$ cat src/rtl/alu_op_sequencer.sv
`default_nettype none
// =============================================================================
// alu_op_sequencer : T0..T6 control-step sequencer for register-to-register ALU ops
// Revision: 1.0
// =============================================================================
module alu_op_sequencer #(
   parameter int DATA_WIDTH = 32,
   parameter int NUM_REGS   = 16,
   parameter int OPC_W      = 5
) (
   input  logic                  clk,
   input  logic                  reset,
   input  logic                  start,
   input  logic                  mem_ready,
   input  logic [DATA_WIDTH-1:0] ir,
   output logic                  busy,
   output logic                  done,
   output logic                  illegal,
   output logic                  pc_out,
   output logic                  mar_in,
   output logic                  inc_pc,
   output logic                  pc_in,
   output logic                  read,
   output logic                  mdr_in,
   output logic                  mdr_out,
   output logic                  ir_in,
   output logic                  y_in,
   output logic                  z_in,
   output logic                  zlow_out,
   output logic                  zhigh_out,
   output logic                  hi_in,
   output logic                  lo_in,
   output logic [NUM_REGS-1:0]   reg_out,
   output logic [NUM_REGS-1:0]   reg_in,
   output logic [3:0]            alu_op
);
   localparam int RSEL_W = 4;
   localparam int RA_HI  = DATA_WIDTH - OPC_W - 1;

   typedef enum logic [2:0] {
      S_IDLE = 3'd0, S_T0 = 3'd1, S_T1 = 3'd2, S_T2 = 3'd3,
      S_T3   = 3'd4, S_T4 = 3'd5, S_T5 = 3'd6, S_T6 = 3'd7
   } state_t;

   typedef enum logic [1:0] {
      K_ILLEGAL = 2'd0, K_BINARY = 2'd1, K_MULDIV = 2'd2, K_UNARY = 2'd3
   } kind_t;

   state_t            r_state, w_next;
   kind_t             w_kind, r_kind;
   logic [3:0]        w_alu, r_alu;
   logic [OPC_W-1:0]  w_opc;
   logic [RSEL_W-1:0] w_ra, w_rb, w_rc, r_ra, r_rb, r_rc;
   logic              w_unused_ir;

   assign w_opc       = ir[DATA_WIDTH-1 -: OPC_W];
   assign w_ra        = ir[RA_HI -: RSEL_W];
   assign w_rb        = ir[RA_HI-RSEL_W -: RSEL_W];
   assign w_rc        = ir[RA_HI-2*RSEL_W -: RSEL_W];
   assign w_unused_ir = ^ir[RA_HI-3*RSEL_W:0];

   function automatic logic reg_ok(input logic [RSEL_W-1:0] r);
      return int'(r) < NUM_REGS;
   endfunction

   function automatic logic [NUM_REGS-1:0] onehot(input logic [RSEL_W-1:0] r);
      logic [NUM_REGS-1:0] v;
      v = '0;
      if (reg_ok(r)) v[r] = 1'b1;
      return v;
   endfunction

   // Decode of the live IR; only meaningful while in T3.
   always_comb begin
      w_kind = K_ILLEGAL;
      w_alu  = 4'd0;
      case (int'(w_opc))
         3, 4, 5, 6, 7, 8, 9, 10, 11: begin
            w_kind = K_BINARY;
            w_alu  = 4'(int'(w_opc) - 2);
         end
         16, 17: begin
            w_kind = K_MULDIV;
            w_alu  = 4'(int'(w_opc) - 6);
         end
         18, 19: begin
            w_kind = K_UNARY;
            w_alu  = 4'(int'(w_opc) - 6);
         end
         default: ;
      endcase
      if (!reg_ok(w_ra) || !reg_ok(w_rb) || (w_kind == K_BINARY && !reg_ok(w_rc)))
         w_kind = K_ILLEGAL;
   end

   always_comb begin
      w_next = r_state;
      case (r_state)
         S_IDLE:  if (start) w_next = S_T0;
         S_T0:    w_next = S_T1;
         S_T1:    if (mem_ready) w_next = S_T2;
         S_T2:    w_next = S_T3;
         S_T3: begin
            case (w_kind)
               K_ILLEGAL: w_next = S_IDLE;
               K_UNARY:   w_next = S_T5;
               default:   w_next = S_T4;
            endcase
         end
         S_T4:    w_next = S_T5;
         S_T5:    w_next = (r_kind == K_MULDIV) ? S_T6 : S_IDLE;
         S_T6:    w_next = S_IDLE;
         default: w_next = S_IDLE;
      endcase
   end

   always_ff @(posedge clk or posedge reset) begin
      if (reset) begin
         r_state <= S_IDLE;
         r_kind  <= K_ILLEGAL;
         r_alu   <= 4'd0;
         r_ra    <= '0;
         r_rb    <= '0;
         r_rc    <= '0;
         done    <= 1'b0;
         illegal <= 1'b0;
      end else begin
         r_state <= w_next;
         done    <= (r_state == S_T5 && r_kind != K_MULDIV) || r_state == S_T6;
         illegal <= (r_state == S_T3) && (w_kind == K_ILLEGAL);
         if (r_state == S_T3) begin
            r_kind <= w_kind;
            r_alu  <= w_alu;
            r_ra   <= w_ra;
            r_rb   <= w_rb;
            r_rc   <= w_rc;
         end
      end
   end

   // Moore strobes; T3 reads the freshly loaded IR, later steps use the latched fields.
   always_comb begin
      {pc_out, mar_in, inc_pc, pc_in, read, mdr_in, mdr_out,
       ir_in, y_in, z_in, zlow_out, zhigh_out, hi_in, lo_in} = 14'd0;
      reg_out = '0;
      reg_in  = '0;
      alu_op  = 4'd0;
      busy    = (r_state != S_IDLE);
      case (r_state)
         S_T0: begin
            pc_out = 1'b1; mar_in = 1'b1; inc_pc = 1'b1; z_in = 1'b1;
         end
         S_T1: begin
            zlow_out = 1'b1; pc_in = 1'b1; read = 1'b1; mdr_in = 1'b1;
         end
         S_T2: begin
            mdr_out = 1'b1; ir_in = 1'b1;
         end
         S_T3: begin
            case (w_kind)
               K_BINARY: begin reg_out = onehot(w_rb); y_in = 1'b1; end
               K_MULDIV: begin reg_out = onehot(w_ra); y_in = 1'b1; end
               K_UNARY: begin
                  reg_out = onehot(w_rb);
                  alu_op  = w_alu;
                  z_in    = 1'b1;
               end
               default: ;
            endcase
         end
         S_T4: begin
            reg_out = onehot((r_kind == K_MULDIV) ? r_rb : r_rc);
            alu_op  = r_alu;
            z_in    = 1'b1;
         end
         S_T5: begin
            zlow_out = 1'b1;
            if (r_kind == K_MULDIV) lo_in = 1'b1;
            else                    reg_in = onehot(r_ra);
         end
         S_T6: begin
            zhigh_out = 1'b1; hi_in = 1'b1;
         end
         default: ;
      endcase
   end
endmodule
`default_nettype wire

$ cat config.mk
export PLATFORM = sky130hd
export DESIGN_NAME = alu_op_sequencer
export DESIGN_NICKNAME = d
export VERILOG_FILES = /design/src/rtl/alu_op_sequencer.sv
export SDC_FILE = /design/constraint.sdc
export NUM_CORES = 1
export LEC_CHECK = 0
export CAP_MARGIN = 15
export CORE_AREA = 2 2 83 85
export DETAILED_ROUTE_END_ITERATION = 8
export DIE_AREA = 0 0 85 87
export HOLD_SLACK_MARGIN = 0.02
export SLEW_MARGIN = 20
export SYNTH_ARGS = -nofsm -noshare
export SYNTH_HDL_FRONTEND = slang
export SYNTH_SLANG_ARGS = --single-unit
$ cat constraint.sdc
create_clock -name clk -period 2.8 [get_ports clk]
set_input_delay 0.42 -clock clk [delete_from_list [all_inputs] [get_ports clk]]
set_output_delay 0.42 -clock clk [all_outputs]
set_load 0.01 [all_outputs]
After elaboration in Yosys (flattened, before gate mapping). Index checks and enable logic that the tools add are counted. W data, S select, Z words.

Equal/unequal tests: 27. Reductions and logical operators: 19. Add/sub/neg operators: 2. Multiplexer cells: 33. Magnitude comparators: 8.

Operator list (count): $pmux W16 S2 (2); $mux W16 (2); $pmux W3 S8 (1); $eq A5 B3 Y1 const B (4); $eq A5 B4 Y1 const B (4); $eq A5 B5 Y1 const B (4); $lt A4 B5 Y1 const B (4); $demux W1 S4 (4); $ge A4 B1 Y1 const B (4); $pmux W4 S2 (2); $mux W1 (14); $eq A3 B3 Y1 const B (4); $reduce_or A2 Y1 (6); $mux W3 (3); $reduce_or A9 Y1 (1); $mux W4 (2); $eq A2 B2 Y1 const B (3); $eq A3 B2 Y1 const B (2); $logic_and A1 B1 Y1 (6); $ne A2 B2 Y1 const B (3); $pmux W2 S3 (1); $pmux W3 S2 (1); $eq A5 B2 Y1 const B (1); $reduce_or A4 Y1 (1); other kinds (10) (10).

Bits in registers: 23. Input bits: 36. Output and inout port bits: 53.

Longest topological paths before layout. Gate-level depths: netlist of run 1.

Depth after elaboration: 7. Mapped depth: 8. Mapped depth without buffers: 8.

Worst setup path after synthesis of run 1. OpenSTA, ideal clock, no wires.

Path type: in2out. Start point: in ir[31]. End point: out reg_out[12]. Path slack: 160 ps. Data arrival time: 2220 ps. Data required time: 2380 ps. Stages on the path: 7. Buffers on the path: 0. Cells stage by stage: nor3b_1 a211o_2 inv_1 ha_1 or4b_4 or3_4 o221ai_1.

Word-level cells in the longest chain between the ends: 7.

Ends and longest elaborated chain: start: declaration (RTL line 15) `input logic [DATA_WIDTH-1:0] ir,`; $eq A5 B2 Y1 (tied with other cells) (RTL line 77) `case (int'(w_opc))`; $reduce_or A9 Y1 or $reduce_or A2 Y1 (tied branches) (RTL line 77); $pmux W2 S3 * (RTL line 77); via w_kind[0] (RTL line 50) `kind_t w_kind, r_kind;`; $eq A2 B1 Y1 or $eq A2 B2 Y1 (tied branches) (RTL line 160) `case (w_kind)`; $reduce_or A2 Y1 (no line); $pmux W16 S2 * (RTL line 160); $pmux W16 S2 * (RTL line 149) `case (r_state)`; end: declaration (RTL line 33) `output logic [NUM_REGS-1:0] reg_out,`.

Mark *: on every way through the listed nets, which the timed path passes. The rest lies on a longest branch.

Final worst setup path of run 1.
Start point: in ir[30]. End point: out reg_out[4].

Same word-level chain as after synthesis.

==> reports/metrics.yaml, run 1 <==
run:
  cap_viol_max_count: 0
setup_path:
  cp_max_fo: 6
  critPathCaptureType: "output port"
  path_delay_family: "simple AND/OR/NAND/NOR gates"
  crit_chain: "buf_6 > nor3b_2 > a211o_2 > inv_2 > ha_4 > or4b_4 > or3_4 > o221ai_2 > buf_2"
  cp-start-kind: "input port"
  worstPathArrival_ps: 2350
  cp_slowest_cell: "or4b_4"
  worstSetupPathType: "in2out"
  cp.required_ps: 2380
  critPathBufInv: 3
  max_stage_delay_ps: 530
sta:
  min_period_over_period: 0.990
  setup_tns_ps: 0
  finalClockSkew_ps: 1.39
  rsz0062_at_grt: "yes"
  finalSetupViolations: 0
  fin_ws_ps: 29.1
  period_needed_ps: 2770
  hold_violations: 0
  fmax_ghz: 0.361
  max_slew_margin: 0.470
  holdWs_ps: 471
  slew_viol_final: 0
  worst_pin_slew_ps: 786
pwr:
  comb_power_share: 0.543
  power.total_mw: 1.87
  peakVddDrop_mv: 0.222
  p_clk_frac: 0.114
  internal_power_mw: 1.07
  switching_power_uw: 802
  power_density_nw_per_um2: 647
  seqPwrFrac: 0.344
  netSwitchingFraction: 0.428
  p_leak_nw: 1.35
final_layout:
  n_fill_cell: 674
  ff_latch_area_um2: 577
  final_util: 0.441
  drive_gt1_frac: 0.227
  area_growth_pct: 54.5
  fin_cells: 424
  antenna_cells: 0
  mostFrequentLayoutCells: "nand2_1 (56), clkdlybuf4s50_1 (47), buf_4 (30)"
  fin_nets: 386
  multi_input_area_um2: 1230
  design_area_um2: 2900
  layout.cells.most_common: "nand2_1"
grt:
  first_global_vias: 2031
  grt_usage: 0.160
  use_met1: 0.213
  top_usage_layer: "met2"
  grt-ovfl-total: 0
  met3_usage: 0.0265
  antenna_found_initial: 0
  grt_pass1_wl_mm: 9.63
  grt_use_met2: 0.274
  grt_max_degree: 24
floorplan:
  die_h_um: 87
  dieArea_um2: 7400
  dieWidth_um: 85
  start_util: 0.286
  io_pins: 89
  rows: 30
  core_area_um2: 6570
route:
  first_pass_iters: 4
  drt_iter0_markers: 85
  avgViaCountPerCell: 5.00
  drtAntennaViolNets: 0
  routedWlPerCell_um: 14.2
  vias: 2118
  routed_wl_mm: 6.01
  drc: 0
clocking:
  clkSlewWorstSetupHoldPaths_ps: 80
  cts-root-buf: "clkbuf_8"
  cts_tree: "built"
  postCtsHoldBufs: 0
  clk_path_buf_depth: 2
  h-tree-depth: 1
  clk_latency_ps: 270
  clock-sinks: 23
  numCtsBuffers: 3
synth:
  synth_compound_area_frac: 0.172
  synth_xor_area_frac: 0.00467
  yosysUniqueCellTypes: 39
  yosysSeqAreaShare: 0.307
  yosys.area_share.simple: 0.394
  synth_area_um2: 1880
  synthCells: 253
  syn_area_per_cell_um2: 7.42
  synth_top_family_by_area: "simple AND/OR/NAND/NOR gates"
  synth-async-reset-ratio: 1.00
  synth_mux_area_frac: 0.00533
  ys_ff_latch: 23
  netlist.area_leader.share: 0.307
  syn-num-nets: 294
  synth_edf_count: 0
  yosysTopAreaCell: "dfrtp_1"
  yosys-top-cells-area: "dfrtp_1 (31%), nand2_1 (11%), o221ai_1 (6.5%)"
  yosysWarningCount: 0
  synthFlopType: "dfrtp_1"
  synthAdderAreaFrac: 0.0373
placement:
  place_area_um2: 2830
  place_ws_ps: -877
  gp_congestion: 0.868
  hpwl_mm: 4.64
  dp.cells: 418
  io_buffers: 73
outcome:
  status: "complete, no violations"
min_path:
  hp-class: "in2reg"
==> final timing paths <==
path | from | end | slack (ps) | cells after the start
max | ir[30] | reg_out[4] | 30 | 9
min | ir[28] | r_alu[1] | 470 | 3
max reg2reg | r_state[1] | r_alu[2] | 1330 | 4
min reg2reg | r_alu[1] | r_alu[1] | 490 | 2
max in group asynchronous | reset | r_state[2] | 2060 | 3
min in group asynchronous | reset | r_ra[0] | 490 | 3
==> tightest hold or removal path, stage by stage <==
cell and delay [ps]:
clkbuf_2 90, buf_4 110, o21ai_0 80
==> cells by family (layout without fill, tap and decap cells) <==
kind of cell	Yosys count	count (layout)
flip-flops	23	23
adder cells (fa/ha/maj)	5	5
AO/OA/AOI/OAI	47	47
buffers and inverters	32	123
multiplexers	1	1
AND/OR/NAND/NOR	144	144
XOR/XNOR	1	1
==> synth_stat cells, types with 2 or more instances <==
cell	number
o221ai_2	2
ha_1	4
a31oi_1	4
o221ai_1	14
nand3_1	8
nand3b_1	6
nand2b_1	6
buf_2	3
nor3_1	9
or3_4	2
dfrtp_1	23
nor2b_1	4
and2_1	2
o21ai_0	20
and3_1	5
nor3b_1	9
or3_1	6
a21oi_1	4
buf_4	7
inv_1	15
nor4bb_1	2
nor2_1	22
clkbuf_1	5
nand2_1	56
==> registers in the layout, indices dropped and copies added (netlist names) <==
| register | flops |
|---|---|
| r_rc | 4 |
| r_state | 3 |
| r_ra | 4 |
| r_alu | 4 |
| illegal | 1 |
| r_rb | 4 |
| r_kind | 2 |
| done | 1 |
==> layer usage <==
metal,routed length [um],vias up
met4,51,0
met1,2730,983
met5,0,-
met2,2840,68
met3,380,6
li1,-,1061
==> cell type report <==
cell class | count | share of cell area
clock buffers | 4 | 0.0155
inverters | 16 | 0.0207
flip-flops and latches | 23 | 0.199
multi-input cells | 198 | 0.425
repair buffers | 103 | 0.306
well taps | 80 | 0.0345
==> power by group through the flow <==
stage / registers [mW] / logic, mW / clock network (mW)
floorplan: 0.590 / 0.642 / 0
global placement: 0.635 / 0.988 / 0
detailed placement: 0.645 / 0.993 / 0
CTS: 0.637 / 1.00 / 0.219
global route: 0.671 / 1.13 / 0.231
finish: 0.644 / 1.02 / 0.213
==> timing repair <==
item,in CTS,in global routing
endpoints found under the setup margin,22,32
setup buffers,0,2
gates resized for setup,92,25
gates cloned,0,0
pin swaps,11,10
No activity file was read; power rests on OpenSTA's default activity.
==> inputs of run 2 (changes only) <==
--- a/config.mk
+++ b/config.mk
@@ -6,10 +6,11 @@
 export NUM_CORES = 1
 export LEC_CHECK = 0
 export CAP_MARGIN = 15
-export CORE_AREA = 2 2 83 85
+export CORE_AREA = 2 2 71 73
 export DETAILED_ROUTE_END_ITERATION = 8
-export DIE_AREA = 0 0 85 87
+export DIE_AREA = 0 0 73 75
 export HOLD_SLACK_MARGIN = 0.02
+export PLACE_DENSITY = 0.79
 export SLEW_MARGIN = 20
 export SYNTH_ARGS = -nofsm -noshare
 export SYNTH_HDL_FRONTEND = slang
==> run 2 against run 1 <==
Against the previous run: worst setup slack gained 15 ps; critical path type unchanged; clock skew up 1.4 ps; cell count decreased by 7.8%; global-route usage grew 5.8 points; largest cell class unchanged; critical endpoint is now reg_out[12]; utilization rose by 17 points; sequential power is 0.6% higher; die area down 26%; design area decreased by 2.5%; first-iteration DRC count up 110%; clock power shrank 6%; hold slack got worse by 26 ps; sequential cell count is the same.
==> reports/metrics.yaml, run 2 (same netlist as run 1, synthesis figures left out) <==
placement:
  gp_congestion: 1.01  # +17%
  hpwl_mm: 4.53  # -2.2%
  io_buffers: 73  # unchanged
  place_ws_ps: -897  # -20.6 ps
route:
  routedWlPerCell_um: 15.0  # +6.1%
  drt_iter0_markers: 176  # +110%
  avgViaCountPerCell: 5.57  # +11%
  drc: 0  # unchanged
  first_pass_iters: 5  # +1
  routed_wl_mm: 5.88  # -2.1%
  vias: 2177  # +2.8%
  drtAntennaViolNets: 0  # unchanged
clocking:
  clock-sinks: 23  # unchanged
  numCtsBuffers: 3  # unchanged
  postCtsHoldBufs: 0  # unchanged
  h-tree-depth: 1  # unchanged
  clk_path_buf_depth: 2  # unchanged
  cts-root-buf: "clkbuf_8"
  cts_tree: "built"
  clk_latency_ps: 260  # about the same
  clkSlewWorstSetupHoldPaths_ps: 80  # about the same
sta:
  finalClockSkew_ps: 2.80  # +1.41 ps
  fmax_ghz: 0.363  # +0.55%
  hold_violations: 0  # unchanged
  min_period_over_period: 0.984  # -0.00542
  worst_pin_slew_ps: 900  # +113 ps
  max_slew_margin: 0.400  # -0.0707
  slew_viol_final: 0  # unchanged
  rsz0062_at_grt: "yes"
  finalSetupViolations: 0  # unchanged
  fin_ws_ps: 44.3  # +15.2 ps
  period_needed_ps: 2760  # -15.2 ps
setup_path:
  worstSetupPathType: "in2out"
  crit_chain: "buf_8 > nor3b_2 > a211o_2 > inv_2 > ha_4 > or4b_4 > or3_4 > o221ai_1 > buf_2"
  max_stage_delay_ps: 550  # +20 ps
  worstPathArrival_ps: 2340  # about the same
  cp.required_ps: 2380  # about the same
  path_delay_family: "simple AND/OR/NAND/NOR gates"
  cp_max_fo: 6  # unchanged
  cp_slowest_cell: "or4b_4"
  critPathBufInv: 3  # unchanged
  critPathCaptureType: "output port"
  cp-start-kind: "input port"
floorplan:
  dieArea_um2: 5480  # -26%
  rows: 25  # -17%
  start_util: 0.403  # +0.117
  io_pins: 89  # unchanged
  die_h_um: 75  # -14%
  dieWidth_um: 73  # -14%
  core_area_um2: 4660  # -29%
grt:
  antenna_found_initial: 0  # unchanged
  grt_max_degree: 24  # unchanged
  first_global_vias: 2029  # -0.098%
  grt_pass1_wl_mm: 9.35  # -2.9%
  grt_usage: 0.218  # +0.0581
  grt-ovfl-total: 0  # unchanged
final_layout:
  antenna_cells: 0  # unchanged
  area_growth_pct: 50.6
  mostFrequentLayoutCells: "nand2_1 (56), clkdlybuf4s50_1 (48), dfrtp_1 (23), buf_4 (23), nor2_1 (21)"
  layout.cells.most_common: "nand2_1"
  fin_nets: 379  # -1.8%
  drive_gt1_frac: 0.217  # -0.0101
  final_util: 0.606  # +0.165
outcome:
  status: "complete, no violations"
min_path:
  hp-class: "in2reg"
run:
  cap_viol_max_count: 0  # unchanged
pwr:
  p_leak_nw: 1.31  # -3.3%
  peakVddDrop_mv: 0.566  # +160%
  power_density_nw_per_um2: 655  # +1.2%
run 2: changes by cell type in the layout (fill, tap and decap cells not counted), moves of 2 or more:
cell / change
buf_2: -3
nor3_1: -2
clkbuf_2: +3
buf_4: -7
o21ai_0: +4
o21ai_1: -4
run 2: stage by stage:
step                hold WS [ps]  area (um^2)  TNS [ps]  power (mW)  instances
finish                       445         2830         0        1.85        391
global route                 472         2830     -97.4        2.02        391
CTS                          434         2810         0        1.84        389
detailed placement           470         2740    -14250        1.61        384
global placement             464         2740    -13100        1.58        384
floorplan                    422         1880         0        1.23        253
run 2: worst paths after layout:
check	end	from	cells after the start	slack, ps
hold reg to reg	r_alu[3]	r_alu[3]	2	490
min in group asynchronous	r_alu[0]	reset	2	660
hold / removal	r_alu[0]	ir[27]	3	450
max in group asynchronous	r_rc[3]	reset	2	1590
setup reg to reg	r_alu[1]	r_state[2]	4	1350
setup / recovery	reg_out[12]	ir[31]	9	40
run 2: metal layers:
layer	vias to the layer above	part of all wire	global-route usage
met1	1007	0.43	0.282
met3	10	0.072	0.0388
li1	1054	-	-
met2	106	0.49	0.375
met5	-	0	0
met4	0	0.012	0.0576
run 2: area by class of cell:
type	instances	area, um^2
multi-input combinational	198	1250
inverter	16	60.1
clock inverter	1	5.00
tap	54	67.6
timing repair buffer	96	831
fill	424	1830
sequential	23	576
clock buffer	3	41.3
run 2: power by group:
group	internal, mW	total [mW]	switching, mW
registers	0.481	0.648	0.167
clock network	0.0991	0.200	0.101
logic	0.463	1.00	0.539
run 2: worst min-delay path, stage by stage:
cell	delay [ps]
buf_2	110
inv_1	50
o21ai_0	70
run 2: repair_timing:
action / CTS / global route
resized for setup: 88 / 23
pin swaps: 10 / 7
endpoints found under the hold margin: 0 / 0
setup endpoints to repair: 24 / 26
setup buffers: 1 / 2
